[src/rtl/sbp_stage_mem_arbiter_if.sv]
// Lookup, update-bus and RAM-port signals of one stage memory arbiter.
// Optional statistics counters are present when SBP_MEM_ARB_STATS_EN is defined.
interface sbp_stage_mem_arbiter_if #(
  parameter int unsigned STAGE_BITS = 6,
  parameter int unsigned ADDR_BITS  = 11,
  parameter int unsigned DATA_BITS  = 64
);
  logic                  lk_read_i;
  logic [ADDR_BITS-1:0]  lk_addr_i;
  logic                  upd_valid_i;
  logic                  upd_ready_o;
  logic [STAGE_BITS-1:0] upd_stage_i;
  logic [ADDR_BITS-1:0]  upd_addr_i;
  logic [DATA_BITS-1:0]  upd_data_i;
  logic                  upd_done_o;
  logic                  stall_req_o;
  logic                  mem_en_o;
  logic                  mem_we_o;
  logic [ADDR_BITS-1:0]  mem_addr_o;
  logic [DATA_BITS-1:0]  mem_wdata_o;
`ifdef SBP_MEM_ARB_STATS_EN
  logic [15:0]           wr_count_o;
  logic [15:0]           stall_count_o;
`endif

  modport master (
    output lk_read_i, lk_addr_i, upd_valid_i, upd_stage_i, upd_addr_i, upd_data_i,
    input  upd_ready_o, upd_done_o, stall_req_o,
    input  mem_en_o, mem_we_o, mem_addr_o, mem_wdata_o
`ifdef SBP_MEM_ARB_STATS_EN
    , input wr_count_o, stall_count_o
`endif
  );

  modport slave (
    input  lk_read_i, lk_addr_i, upd_valid_i, upd_stage_i, upd_addr_i, upd_data_i,
    output upd_ready_o, upd_done_o, stall_req_o,
    output mem_en_o, mem_we_o, mem_addr_o, mem_wdata_o
`ifdef SBP_MEM_ARB_STATS_EN
    , output wr_count_o, stall_count_o
`endif
  );
endinterface

[src/rtl/sbp_stage_mem_arbiter.sv]
// Shares one stage RAM port between lookup reads (priority) and queued node writes.
// Define SBP_MEM_ARB_STATS_EN to add saturating write/stall counters.
module sbp_stage_mem_arbiter #(
  parameter int unsigned STAGE_ID   = 1,
  parameter int unsigned STAGE_BITS = 6,
  parameter int unsigned ADDR_BITS  = 11,
  parameter int unsigned DATA_BITS  = 64,
  parameter int unsigned MAX_WAIT   = 16
) (
  input  logic                  clk,
  input  logic                  rst,
  sbp_stage_mem_arbiter_if.slave bus
);
  typedef enum logic [1:0] {IDLE, PEND, STALL} state_t;

  state_t                 state, next_state;
  logic [ADDR_BITS-1:0]   hold_addr;
  logic [DATA_BITS-1:0]   hold_data;
  logic [7:0]             wait_cnt, wait_next;
  logic                   ready, accept, write_issue, done_q;

  always_comb begin
    next_state  = state;
    wait_next   = wait_cnt;
    write_issue = 1'b0;
    ready       = (state == IDLE) && (bus.upd_stage_i == STAGE_BITS'(STAGE_ID)) && !rst;
    accept      = bus.upd_valid_i && ready;
    unique case (state)
      IDLE: begin
        if (accept) begin
          next_state = PEND;
          wait_next  = '0;
        end
      end
      PEND: begin
        if (!bus.lk_read_i) begin
          write_issue = 1'b1;
          next_state  = IDLE;
        end else begin
          wait_next = wait_cnt + 8'd1;
          if (wait_cnt == 8'(MAX_WAIT - 1)) next_state = STALL;
        end
      end
      STALL: begin
        if (!bus.lk_read_i) begin
          write_issue = 1'b1;
          next_state  = IDLE;
        end
      end
      default: next_state = IDLE;
    endcase
  end

  always_comb begin
    bus.mem_en_o   = 1'b0;
    bus.mem_we_o   = 1'b0;
    bus.mem_addr_o = '0;
    if (bus.lk_read_i) begin
      bus.mem_en_o   = 1'b1;
      bus.mem_addr_o = bus.lk_addr_i;
    end else if (state != IDLE) begin
      bus.mem_en_o   = 1'b1;
      bus.mem_we_o   = !rst;
      bus.mem_addr_o = hold_addr;
    end
  end

  always_ff @(posedge clk or posedge rst) begin
    if (rst) begin
      state     <= IDLE;
      hold_addr <= '0;
      hold_data <= '0;
      wait_cnt  <= '0;
      done_q    <= 1'b0;
    end else begin
      state    <= next_state;
      wait_cnt <= wait_next;
      done_q   <= write_issue;
      if (accept) begin
        hold_addr <= bus.upd_addr_i;
        hold_data <= bus.upd_data_i;
      end
    end
  end

  // stall request is a pure decode of the state register, so it is glitch-free
  // and clears with the async reset.
  assign bus.stall_req_o = (state == STALL);
  assign bus.upd_ready_o = ready;
  assign bus.upd_done_o  = done_q;
  assign bus.mem_wdata_o = hold_data;

`ifdef SBP_MEM_ARB_STATS_EN
  logic [15:0] wr_count, stall_count;

  always_ff @(posedge clk or posedge rst) begin
    if (rst) begin
      wr_count    <= '0;
      stall_count <= '0;
    end else begin
      if (write_issue && wr_count != '1) wr_count <= wr_count + 16'd1;
      if (state == PEND && next_state == STALL && stall_count != '1)
        stall_count <= stall_count + 16'd1;
    end
  end

  assign bus.wr_count_o    = wr_count;
  assign bus.stall_count_o = stall_count;
`endif
endmodule

[src/flat_wrapper.sv]
// flat-port wrapper written by rule: the top's interface ports become plain ports
module sbp_stage_mem_arbiter_flat 
#(
  parameter int unsigned STAGE_ID   = 1,
  parameter int unsigned STAGE_BITS = 6,
  parameter int unsigned ADDR_BITS  = 11,
  parameter int unsigned DATA_BITS  = 64,
  parameter int unsigned MAX_WAIT   = 16
)
  (clk, rst, bus_lk_read_i, bus_lk_addr_i, bus_upd_valid_i, bus_upd_stage_i, bus_upd_addr_i, bus_upd_data_i, bus_upd_ready_o, bus_upd_done_o, bus_stall_req_o, bus_mem_en_o, bus_mem_we_o, bus_mem_addr_o, bus_mem_wdata_o);
  sbp_stage_mem_arbiter_if #(.STAGE_BITS(STAGE_BITS), .ADDR_BITS(ADDR_BITS), .DATA_BITS(DATA_BITS)) bus_i ();
  input  logic clk;
  input  logic rst;
  input wire logic [$bits(bus_i.lk_read_i)-1:0] bus_lk_read_i;
  input wire logic [$bits(bus_i.lk_addr_i)-1:0] bus_lk_addr_i;
  input wire logic [$bits(bus_i.upd_valid_i)-1:0] bus_upd_valid_i;
  input wire logic [$bits(bus_i.upd_stage_i)-1:0] bus_upd_stage_i;
  input wire logic [$bits(bus_i.upd_addr_i)-1:0] bus_upd_addr_i;
  input wire logic [$bits(bus_i.upd_data_i)-1:0] bus_upd_data_i;
  output wire logic [$bits(bus_i.upd_ready_o)-1:0] bus_upd_ready_o;
  output wire logic [$bits(bus_i.upd_done_o)-1:0] bus_upd_done_o;
  output wire logic [$bits(bus_i.stall_req_o)-1:0] bus_stall_req_o;
  output wire logic [$bits(bus_i.mem_en_o)-1:0] bus_mem_en_o;
  output wire logic [$bits(bus_i.mem_we_o)-1:0] bus_mem_we_o;
  output wire logic [$bits(bus_i.mem_addr_o)-1:0] bus_mem_addr_o;
  output wire logic [$bits(bus_i.mem_wdata_o)-1:0] bus_mem_wdata_o;
  assign bus_i.lk_read_i = bus_lk_read_i;
  assign bus_i.lk_addr_i = bus_lk_addr_i;
  assign bus_i.upd_valid_i = bus_upd_valid_i;
  assign bus_i.upd_stage_i = bus_upd_stage_i;
  assign bus_i.upd_addr_i = bus_upd_addr_i;
  assign bus_i.upd_data_i = bus_upd_data_i;
  assign bus_upd_ready_o = bus_i.upd_ready_o;
  assign bus_upd_done_o = bus_i.upd_done_o;
  assign bus_stall_req_o = bus_i.stall_req_o;
  assign bus_mem_en_o = bus_i.mem_en_o;
  assign bus_mem_we_o = bus_i.mem_we_o;
  assign bus_mem_addr_o = bus_i.mem_addr_o;
  assign bus_mem_wdata_o = bus_i.mem_wdata_o;
  sbp_stage_mem_arbiter #(.STAGE_ID(STAGE_ID), .STAGE_BITS(STAGE_BITS), .ADDR_BITS(ADDR_BITS), .DATA_BITS(DATA_BITS), .MAX_WAIT(MAX_WAIT)) u_core (.clk(clk), .rst(rst), .bus(bus_i));
endmodule
[config.mk]
export PLATFORM = sky130hd
export DESIGN_NAME = sbp_stage_mem_arbiter_flat
export DESIGN_NICKNAME = d
export VERILOG_FILES = /design/src/rtl/sbp_stage_mem_arbiter_if.sv /design/src/rtl/sbp_stage_mem_arbiter.sv /design/src/flat_wrapper.sv
export SDC_FILE = /design/constraint.sdc
export NUM_CORES = 1
export LEC_CHECK = 0
export ABC_CLOCK_PERIOD_IN_PS = 2600
export CORE_MARGIN = 2
export CORE_UTILIZATION = 38
export DETAILED_ROUTE_END_ITERATION = 12
export MAX_ROUTING_LAYER = met4
export PLACE_DENSITY = 0.86
export SLEW_MARGIN = 20
export SYNTH_ARGS = -nofsm -noshare
export SYNTH_HDL_FRONTEND = slang
export SYNTH_SLANG_ARGS = --single-unit
[constraint.sdc]
create_clock -name clk -period 2.6 [get_ports clk]
set_input_delay 0.52 -clock clk [delete_from_list [all_inputs] [get_ports clk]]
set_output_delay 0.52 -clock clk [all_outputs]
set_load 0.03 [all_outputs]
## Word-level counts from Yosys, hierarchy flattened

Cells that the tools add are included.

- Input bits: 96
- Bits in registers: 86
- Word-level logic and storage cells: 40
- Output and inout bits: 80

- Add/sub/neg operators: 1
- Muxes and demuxes: 16
- Equality and inequality tests: 8
- Reductions and logical operators: 10

Operators by type and width:

| cell | number |
|---|---|
| two-way mux 11 bit | 2 |
| two-way mux 8 bit | 2 |
| one-hot mux 8 bit (2 select lines) | 1 |
| adder 8 x 1 -> 8 bit, second input constant | 1 |
| equality test 8 x 4 -> 1 bit, second input constant | 1 |
| two-way mux 2 bit | 4 |
| equality test 6 x 1 -> 1 bit, second input constant | 1 |
| two-way mux 1 bit | 6 |
| one-hot mux 2 bit (3 select lines) | 1 |
| AND reduction 3 bit | 2 |
| inequality test 2 bit, second input constant | 2 |
| nonzero test 2 bit | 2 |
| logical AND 1 bit | 3 |
| inequality test 3 x 2 -> 1 bit, second input constant | 1 |
| equality test 2 x 1 -> 1 bit, second input constant | 1 |
| equality test 2 bit, second input constant | 1 |
| logical NOT 2 bit | 1 |
| inequality test 2 x 1 -> 1 bit, second input constant | 1 |
| OR reduction 2 bit | 1 |
| logical NOT 1 bit | 1 |

## Depth between registers and ports, before layout

Gate-level depths: netlist (run 1).

- Word-level depth: 6
- Mapped depth: 7
- Gate-level depth less buffers: 6

## Least setup slack after synthesis (run 1)

Ideal clock, no wire load.

- Kind: in2reg
- Start: in bus_upd_stage_i[2]
- End: reg u_core.hold_data[10], in the netlist u_core.bus.mem_wdata_o[10]
- Data required time: 2.475 ns
- Arrival: 2.021 ns
- Library setup time: 0.125 ns
- Buffers on the path: 2
- Cell stages on the path: 6
- Path slack: 0.454 ns
- Path through: or4_4 nor4b_2 nand3_1 buf_4 buf_6 mux2_4

- Word-level cells in the longest chain between the ends: 4

RTL lines:

| element | RTL line | text |
|---|---|---|
| start, declared | flat_wrapper.sv:17 | `input wire logic [$bits(bus_i.upd_stage_i)-1:0] bus_upd_stage_i;` |
| equality test 6 x 1 -> 1 bit | sbp_stage_mem_arbiter.sv:26 | `ready = (state == IDLE) && (bus.upd_stage_i == STAGE_BITS'(STAGE_ID)) && !rst;` |
| logical AND 1 bit (2 in a row) | sbp_stage_mem_arbiter.sv:26 |  |
| logical AND 1 bit | sbp_stage_mem_arbiter.sv:27 | `accept = bus.upd_valid_i && ready;` |
| end signal, assigned | sbp_stage_mem_arbiter.sv:81 | `hold_data <= bus.upd_data_i;` |
| end, declared | sbp_stage_mem_arbiter.sv:18 | `logic [DATA_BITS-1:0] hold_data;` |

No other way between the ends.
A chain may end at the register's enable or synchronous reset.

## Worst setup path in the final report (run 1)

- Start: in bus_upd_stage_i[2]
- End: out bus_upd_ready_o

- Word-level cells in the longest chain between the ends: 3

RTL lines:

| element | RTL line | text |
|---|---|---|
| equality test 6 x 1 -> 1 bit | sbp_stage_mem_arbiter.sv:26 |  |
| logical AND 1 bit (2 in a row) | sbp_stage_mem_arbiter.sv:26 |  |
| end, declared | flat_wrapper.sv:20 | `output wire logic [$bits(bus_i.upd_ready_o)-1:0] bus_upd_ready_o;` |

No other way between the ends.

==> results of run 1 <==
[synthesized netlist by cell type (all sizes together)]
| cell type | number |
|---|---|
| and2 | 2 |
| ha | 5 |
| a21o | 2 |
| nand4bb | 1 |
| a22o | 10 |
| inv | 4 |
| nor4b | 2 |
| nand4 | 2 |
| nor3 | 2 |
| o311ai | 1 |
| a211o | 4 |
| o22ai | 1 |
| nor2 | 5 |
| a221o | 2 |
| clkbuf | 7 |
| nand2b | 2 |
| or4 | 1 |
| nand2 | 9 |
| nand3 | 3 |
| o21ai | 1 |
| o21bai | 1 |
| o211ai | 1 |
| mux2 | 76 |
| o2111ai | 1 |
| nor2b | 1 |
| o21a | 2 |
| a21oi | 1 |
| dfrtp | 86 |
| buf | 7 |
| o32ai | 1 |
| or2 | 1 |
| nor4 | 5 |
| or4bb | 1 |
| and3 | 4 |
[what timing repair did]
item	in CTS	in global routing
pin swaps	0	0
hold buffers	0	0
hold endpoints to repair	0	0
gates resized for setup	1	1
endpoints found under the setup margin	10	10
[logic make-up (layout without fill, tap and decap cells)]
kind of cell    Yosys count  after routing  synth area share, %
fa+ha+maj                 5              5                 1.63
simple gates             41             41                 6.29
buf+inv                  18            207                 2.87
flops                    86             86                 56.0
mux                      76             76                 27.2
compound gates           28             28                 6.00
[power by group through the flow]
stage | logic, mW | registers (mW) | clock network, mW
floorplan | 0.479 | 1.80 | 0
global placement | 1.13 | 1.62 | 0
detailed placement | 1.17 | 1.63 | 0
CTS | 1.18 | 1.61 | 1.08
global route | 1.26 | 1.64 | 1.14
finish | 1.17 | 1.61 | 1.04
[cell usage in the layout, fill, tap and decap left out, types with 3 or more instances in the layout]
cell             count
clkdlybuf4s50_1    161
ha_1                 5
buf_4               21
nand2_1              9
and3_1               4
a22o_1              10
dfrtp_1             86
buf_12               5
inv_1                3
clkbuf_8             9
nor2_1               4
a211o_1              4
mux2_4              50
mux2_2              26
nor4_1               5
[worst max path at each step]
stage | start | end | slack, ns | cells past startpoint
floorplan | bus_upd_stage_i[2] | u_core.bus.mem_wdata_o[10] | 0.45 | 6
global placement | bus_upd_stage_i[2] | u_core.bus.mem_wdata_o[32] | -0.02 | 6
detailed placement | bus_upd_stage_i[2] | u_core.wait_cnt[5] | -0.11 | 6
CTS | u_core.state[1] | bus_mem_addr_o[5] | 0.02 | 5
global route | bus_upd_stage_i[2] | bus_upd_ready_o | 0.12 | 5
finish | bus_upd_stage_i[2] | bus_upd_ready_o | 0.16 | 5
[critical path, stage by stage]
cell	delay (ns)
clkdlybuf4s50_1	0.43
or4_4	0.55
buf_4	0.15
nor2_1	0.10
buf_4	0.17
[flip-flops by register name (all words and copies together), names as in the netlist]
register and cells:
u_core.bus.mem_wdata_o 64, u_core.hold_addr 11, u_core.wait_cnt 8, u_core.state 2, u_core.bus.upd_done_o 1
[final cells by class]
| cell class | count | area (um2) | area share (%) |
|---|---|---|---|
| Clock buffer | 9 | 124 | 2.06 |
| Tap cell | 133 | 166 | 2.76 |
| Timing Repair Buffer | 187 | 1870 | 31.0 |
| Inverter | 4 | 18.8 | 0.311 |
| Sequential cell | 86 | 2150 | 35.7 |
| Clock inverter | 7 | 97.6 | 1.62 |
| Multi-Input combinational cell | 150 | 1600 | 26.5 |
[metal layers]
layer  GRT usage, %  up-vias  routed length [um]  share of wire, %
met3           5.01        8                 521               5.2
li1               -     1290                   -                 -
met2           33.0      109                5200                52
met4           5.50        0                  99               1.0
met5              -        -                   0                 0
met1           23.2     1442                4120                41
==> flow_summary.toml, run 1 <==
[logic_synthesis]
synth_warnings = 0
synth_top_cell_by_area = "dfrtp_1"
netlist_top_cells_area = "dfrtp_1 56%, mux2_4 20%, mux2_2 7.6%"
syn_area_um2 = 3840
syn_inst = 254
synth_cell_types = 38
ys_ff_latch = 86
synth_fp_nets = 355
ys_seq_area_share_pct = 56.0
synth_top_area_share_pct = 56.0
syn_area_per_cell_um2 = 15.1

[route]
viasPerCell = 4.95
drtAntennaViolNets = 0
drt-initial-drc-count = 106
dr.pass1.iters = 4
drc = 0
drt_wl_total_mm = 9.94
num_vias = 2849
avgRoutedWirePerCell_um = 17.3

[placed_design]
place_congestion = 0.760
place_inst = 560
dp_hpwl_mm = 7.43
placed_area_um2 = 5800
numPortBuffers = 175
pre_cts_ws_ns = -0.109

[clocking]
cts-root-buf = "clkbuf_8"
post-cts-setup-buffers = 0
clk_pin_slew_ns = 0.08
clock_path_buffers = 2
cts_tree = "yes"
h-tree-depth = 3
cts_buffers = 9
clk_latency_ns = 0.35
clkSinkCount = 86

[grt]
grt_util_all_layers_pct = 19.6
grt_max_degree = 34
grt_pass1_wl_mm = 16.4
overflow = 0
antenna_found_initial = 0
grt_pass1_vias = 3150

[die]
core.rowCount = 36
io_pins = 176
die_w_um = 105
core_area_um2 = 9770
start_util_pct = 39.3
die_h_um = 105
die_area_um2 = 10900

[final_layout]
antennaDiodeCount = 0
drive_gt1_share_pct = 28.0
fin_util_pct = 61.6
finalNonFillerCells = 576
area_growth_pct = 56.9
final_area_um2 = 6030
nets = 539
fillers = 744

[timing]
min_period_over_period_pct = 93.9
rsz0062_at_grt = "no"
fmax_mhz = 410
fin_worst_skew_ns = 0.0107
worst_pin_slew_ns = 0.679
hold_viol = 0
slew_headroom_pct = 54.6
setup_tns_ns = 0
fin_crit_ns = 2.44
setup_viol = 0
holdWs_ns = 0.510
setup_ws_ns = 0.159
maxSlewViolCount = 0

[job]
max-cap-violations = 0

[worst_hold_path]
hold_path_class = "reg -> reg"
hold_path.startpoint = "u_core.bus.mem_wdata_o[63]"
min_path_cells = 1
hold_end = "u_core.bus.mem_wdata_o[63]"

[critical_path]
crit_fanout = 2
r2r-start = "u_core.state[1]"
endpoint_kind = "primary output"
cp-start-kind = "input pin"
required_ns = 2.08
r2r_slack_ns = 0.61
critPathKind = "in -> out"
critical_path_arrival_ns = 1.92
r2r_cells = 6
rr_endpoint = "u_core.wait_cnt[6]"

[power]
combPwrFrac_pct = 30.6
p_total_mw = 3.82
intPower_mw = 2.62
irDropWorstVdd_mv = 0.315
switching_share_pct = 31.3
power.switching_mw = 1.20
p_leak_nw = 2.90
power_density_nw_per_um2 = 634
clkPwrFrac_pct = 27.3
pwr-share-seq_pct = 42.1

[run_status]
outcome = "finished, final reports clean"
Note: power is estimated with default switching activity, not from simulation.
==> inputs of run 2 (changes only) <==
--- a/config.mk
+++ b/config.mk
@@ -6,11 +6,12 @@
 export NUM_CORES = 1
 export LEC_CHECK = 0
 export ABC_CLOCK_PERIOD_IN_PS = 2600
+export CORE_ASPECT_RATIO = 1.75
 export CORE_MARGIN = 2
 export CORE_UTILIZATION = 38
 export DETAILED_ROUTE_END_ITERATION = 12
 export MAX_ROUTING_LAYER = met4
-export PLACE_DENSITY = 0.86
+export PLACE_DENSITY = 0.78
 export SLEW_MARGIN = 20
 export SYNTH_ARGS = -nofsm -noshare
 export SYNTH_HDL_FRONTEND = slang
==> run 2 against run 1 <==
Effect of this change: final area increased by 0.52%; combinational power about the same; die area increased by 0.29%; first-iteration DRC count increased by 7.5%; via count shrank 4.4%; clock power is 26% higher; critical path depth unchanged; maximum frequency is 4.5% higher; setup slack better by 0.11 ns; sequential share of layout area fell by 0.18 points; wire length decreased by 2.3%; cell count fell by 2.3%; critical path type is now reg -> out.
==> flow_summary.toml, run 2 (synthesized netlist as in run 1, its figures left out) <==
[critical_path]
critPathSlowestCell = "dfrtp_1"
cp_slowest_stage_delay_ns = 0.40
critPathKind = "reg -> out"
endpoint_kind = "primary output"
r2r-start = "u_core.state[1]"
critical_path_arrival_ns = 1.82
cp_cell_sequence = "inv_1, ha_1, nor2_2, a22o_1, buf_12"
required_ns = 2.08
crit_fanout = 10
crit_start = "u_core.state[1]"
cp-start-kind = "flop"

[clocking]
cts_tree = "yes"
cts_hold_buf = 0
h-tree-depth = 3
clk_latency_ns = 0.33
clock_path_buffers = 2
clk_pin_slew_ns = 0.06
clkSinkCount = 86
cts-root-buf = "clkbuf_16"
cts_buffers = 9

[final_layout]
fillers = 810
antennaDiodeCount = 0
regArea_um2 = 2150
most-common-layout-cells = "161 x clkdlybuf4s50_1, 86 x dfrtp_1, 50 x mux2_4"
largest_register_ffs = 64
final_common_cell = "clkdlybuf4s50_1"
nets = 536
drive_gt1_share_pct = 26.9
multi_input_area_um2 = 1590
area_growth_pct = 57.7

[power]
pwr-share-seq_pct = 39.4
combPwrFrac_pct = 28.6
power_density_nw_per_um2 = 677
switching_share_pct = 28.8
power.switching_mw = 1.18
clkPwrFrac_pct = 32.0
irDropWorstVdd_mv = 0.368
intPower_mw = 2.92
p_leak_nw = 2.92
p_total_mw = 4.10

[route]
drt-initial-drc-count = 114
drt_wl_total_mm = 9.71
viasPerCell = 4.84
dr.pass1.iters = 4
drc = 0
drtAntennaViolNets = 0
num_vias = 2724
avgRoutedWirePerCell_um = 17.3

[job]
max-cap-violations = 0

[die]
die_h_um = 137
start_util_pct = 39.0
core_area_um2 = 9850
io_pins = 176
die_area_um2 = 11000
core.rowCount = 48
die_w_um = 80.0

[grt]
overflow = 0
grt_max_degree = 87
antenna_found_initial = 0
grt_pass1_wl_mm = 14.9
grt_util_all_layers_pct = 18.4
grt_pass1_vias = 2977

[timing]
setup_viol = 0
hold_viol = 0
fmax_mhz = 428
fin_crit_ns = 2.34
rsz0062_at_grt = "no"
slew_headroom_pct = 60.6
maxSlewViolCount = 0
setup_ws_ns = 0.265
min_period_over_period_pct = 89.8
worst_pin_slew_ns = 0.590
fin_worst_skew_ns = 0.00572

[placed_design]
place_congestion = 0.859
numPortBuffers = 175
dp_hpwl_mm = 7.34
pre_cts_ws_ns = -0.0588

[worst_hold_path]
hold_path_class = "reg -> reg"
hold_path.startpoint = "u_core.bus.mem_wdata_o[55]"

[run_status]
outcome = "finished, final reports clean"
==> run 2: cell count changes in the layout (fill, tap and decap cells not counted), sizes merged <==
cell	previous run	this run
clkinv	3	2
buf	26	23
inv	4	3
clkinvlp	2	1
clkbuf	9	10
==> run 2: final timing paths <==
check / end / slack [ns] / depth (start not counted)
worst max register to register: u_core.wait_cnt[6] / 0.64 / 6
max in group asynchronous: u_core.hold_addr[3] / 1.42 / 4
worst min register to register: u_core.bus.mem_wdata_o[55] / 0.50 / 1
min in group asynchronous: u_core.bus.mem_wdata_o[57] / 0.80 / 4
worst min-delay path: u_core.bus.mem_wdata_o[55] / 0.50 / 1
worst max-delay path: bus_mem_addr_o[3] / 0.26 / 5
==> run 2: area by class of cell <==
type | instances | area share, %
sequential | 86 | 35.5
clock inverter | 4 | 1.22
clock buffer | 10 | 3.78
tap | 125 | 2.58
inverter | 4 | 0.310
timing repair buffer | 184 | 30.3
multi-input combinational | 150 | 26.3
==> run 2: power by group through the flow <==
stage          combinational [mW]  clock (mW)  sequential, mW
2_1_floorplan               0.479           0            1.80
3_3_place_gp                 1.15           0            1.63
3_5_place_dp                 1.18           0            1.63
4_1_cts                      1.18        1.35            1.61
5_1_grt                      1.26        1.42            1.63
6_report                     1.17        1.31            1.61
==> run 2: repair_timing <==
item                                    4_1_cts  5_1_grt
setup buffers                                 0        0
endpoints found under the setup margin        0       10
hold endpoints to repair                      0        0
resized for setup                             0        1
==> run 2: through the flow <==
step	std cells	TNS, ns	hold WS [ns]	utilization, %	instance area [um2]
finish	563	0	0.502	61.5	6060
CTS	563	0	0.505	61.5	6050
floorplan	254	0	0.480	-	3840
global placement	549	-1.71	0.487	58.4	5750
detailed placement	549	-1.90	0.492	58.4	5750
global route	563	0	0.519	61.5	6060
==> run 2: worst max-delay path: cells and delay by family (launching register included) <==
family,cells,cell delay (ns)
adder cells (fa/ha/maj),1,0.21
flip-flops,1,0.40
buffers and inverters,2,0.23
AO/OA/AOI/OAI,1,0.25
AND/OR/NAND/NOR,1,0.39
==> run 2: routing by layer <==
metal,up-vias,GRT usage (%),wire (um)
li1,1285,-,-
met1,1319,20.2,3590
met2,103,32.1,5370
met3,17,3.76,506
met4,0,7.91,250
met5,-,-,0
==> inputs of run 3 (changes only) <==
--- a/config.mk
+++ b/config.mk
@@ -5,13 +5,14 @@
 export SDC_FILE = /design/constraint.sdc
 export NUM_CORES = 1
 export LEC_CHECK = 0
-export ABC_CLOCK_PERIOD_IN_PS = 2600
 export CORE_ASPECT_RATIO = 1.75
 export CORE_MARGIN = 2
 export CORE_UTILIZATION = 38
 export DETAILED_ROUTE_END_ITERATION = 12
+export GPL_TIMING_DRIVEN = 1
 export MAX_ROUTING_LAYER = met4
 export PLACE_DENSITY = 0.78
+export SETUP_SLACK_MARGIN = 0.2
 export SLEW_MARGIN = 20
 export SYNTH_ARGS = -nofsm -noshare
 export SYNTH_HDL_FRONTEND = slang
==> run 3 against run 2 <==
Effect of this change: clock skew about the same; die area unchanged; hold slack stayed put; clock power barely moved; wire length barely moved; maximum frequency barely moved; critical endpoint is now u_core.bus.mem_wdata_o[27]; largest power group unchanged; highest routed layer unchanged.
==> flow_summary.toml, run 3 (synthesized netlist as in run 1, its figures left out) <==
[placed_design]
numPortBuffers = 175
placed_area_um2 = 5750
place_congestion = 0.859
dp_hpwl_mm = 7.34

[grt]
grt_pass1_wl_mm = 15.0
antenna_found_initial = 0
grt_pass1_vias = 2989
overflow = 0
grt_max_degree = 87
grt_util_all_layers_pct = 18.5

[die]
start_util_pct = 39.0
io_pins = 176
die_w_um = 80.0
die_area_um2 = 11000
core.rowCount = 48
die_h_um = 137
core_area_um2 = 9850

[power]
clkPwrFrac_pct = 32.0
pwr-share-seq_pct = 39.3
switching_share_pct = 28.8
power.switching_mw = 1.18
power_density_nw_per_um2 = 677
p_leak_nw = 2.92
intPower_mw = 2.92
combPwrFrac_pct = 28.7
irDropWorstVdd_mv = 0.367

[critical_path]
endpoint_kind = "flop"
required_ns = 2.81
r2r_cells = 6
critical_path_arrival_ns = 2.54
cp-endpoint = "u_core.bus.mem_wdata_o[27]"
crit_fanout = 42
critPathKind = "in -> reg"
r2r_slack_ns = 0.63
rr_endpoint = "u_core.wait_cnt[6]"
crit_start = "bus_upd_stage_i[2]"
cp-start-kind = "input pin"
r2r-start = "u_core.state[1]"

[final_layout]
most-common-layout-cells = "161 x clkdlybuf4s50_1, 86 x dfrtp_1, 50 x mux2_4"
fillers = 809
nets = 536
largest_register_ffs = 64
final_area_um2 = 6060
area_growth_pct = 57.9
final_common_cell = "clkdlybuf4s50_1"
antennaDiodeCount = 0
drive_gt1_share_pct = 26.9

[timing]
maxSlewViolCount = 0
fin_worst_skew_ns = 0.00550
min_period_over_period_pct = 89.8
worst_pin_slew_ns = 0.591
setup_viol = 0
rsz0062_at_grt = "no"
hold_viol = 0
holdWs_ns = 0.502
slew_headroom_pct = 60.5
fin_crit_ns = 2.33
fmax_mhz = 428

[route]
drc = 0
dr.pass1.iters = 4
drt-initial-drc-count = 115
drt_wl_total_mm = 9.71
viasPerCell = 4.84
drtAntennaViolNets = 0
avgRoutedWirePerCell_um = 17.2
num_vias = 2724

[worst_hold_path]
hold_path_class = "reg -> reg"

[clocking]
clk_pin_slew_ns = 0.06
cts_buffers = 9
cts_tree = "yes"
cts-root-buf = "clkbuf_16"
clock_path_buffers = 2
clk_latency_ns = 0.33
clkSinkCount = 86
cts_hold_buf = 0
h-tree-depth = 3

[run_status]
outcome = "finished, final reports clean"

[job]
max-cap-violations = 0
==> run 3: changes by cell type in the layout (fill, tap and decap cells not counted) <==
cell,previous run,this run
nor2_2,1,0
nor2_4,0,1
==> run 3: metal layers <==
metal  up-vias  GRT usage (%)  wire length [um]  part of all wire [%]
li1       1284              -                 -                     -
met1      1317           20.2              3570                    37
met2       106           32.2              5370                    55
met3        17           3.76               523                   5.4
met4         0           7.91               250                   2.6
met5         -              -                 0                     0
==> run 3: power groups by stage <==
| stage | combinational (mW) | sequential [mW] | clock, mW |
|---|---|---|---|
| 2_1_floorplan | 0.479 | 1.80 | 0 |
| 3_3_place_gp | 1.15 | 1.63 | 0 |
| 3_5_place_dp | 1.18 | 1.63 | 0 |
| 4_1_cts | 1.19 | 1.61 | 1.35 |
| 5_1_grt | 1.26 | 1.63 | 1.42 |
| 6_report | 1.18 | 1.61 | 1.31 |
==> run 3: how the worst min path moves through the flow <==
stage	from	to	slack, ns	cells past startpoint
after global placement	u_core.bus.mem_wdata_o[56]	u_core.bus.mem_wdata_o[56]	0.49	1
after floorplan	u_core.hold_addr[8]	u_core.hold_addr[8]	0.48	1
after CTS	u_core.bus.mem_wdata_o[55]	u_core.bus.mem_wdata_o[55]	0.51	1
after global routing	u_core.bus.mem_wdata_o[55]	u_core.bus.mem_wdata_o[55]	0.52	1
after detailed placement	u_core.bus.mem_wdata_o[55]	u_core.bus.mem_wdata_o[55]	0.49	1
final	u_core.bus.mem_wdata_o[55]	u_core.bus.mem_wdata_o[55]	0.50	1
==> run 3: layout make-up <==
cell class | count | area, um2 | share of cell area (%)
repair buffers | 184 | 1830 | 30.3
clock inverters | 4 | 73.8 | 1.22
clock buffers | 10 | 229 | 3.78
multi-input cells | 150 | 1600 | 26.4
well taps | 125 | 156 | 2.58
flip-flops and latches | 86 | 2150 | 35.5
inverters | 4 | 18.8 | 0.310
==> run 3: timing repair <==
item / 4_1_cts / 5_1_grt
setup endpoints to repair: 10 / 10
resized for setup: 1 / 1
cloned: 0 / 0
pin swaps: 0 / 0
setup buffers: 0 / 0
==> run 3: critical path: stages <==
cell,delay [ns]
clkdlybuf4s50_1,0.40
or4_4,0.55
nor4b_2,0.34
nand3_4,0.14
buf_12,0.22
mux2_4,0.33
==> run 3: metrics by stage <==
step	util [%]	worst slack, ns	std cells	total power [mW]	setup TNS [ns]
2_1_floorplan	-	0.454	254	2.28	0
3_3_place_gp	58.4	-0.0415	549	2.77	-1.71
3_5_place_dp	58.4	-0.0588	549	2.82	-1.90
4_1_cts	61.5	0.227	563	4.15	0
5_1_grt	61.5	0.218	563	4.31	0
6_report	61.5	0.266	563	4.10	0
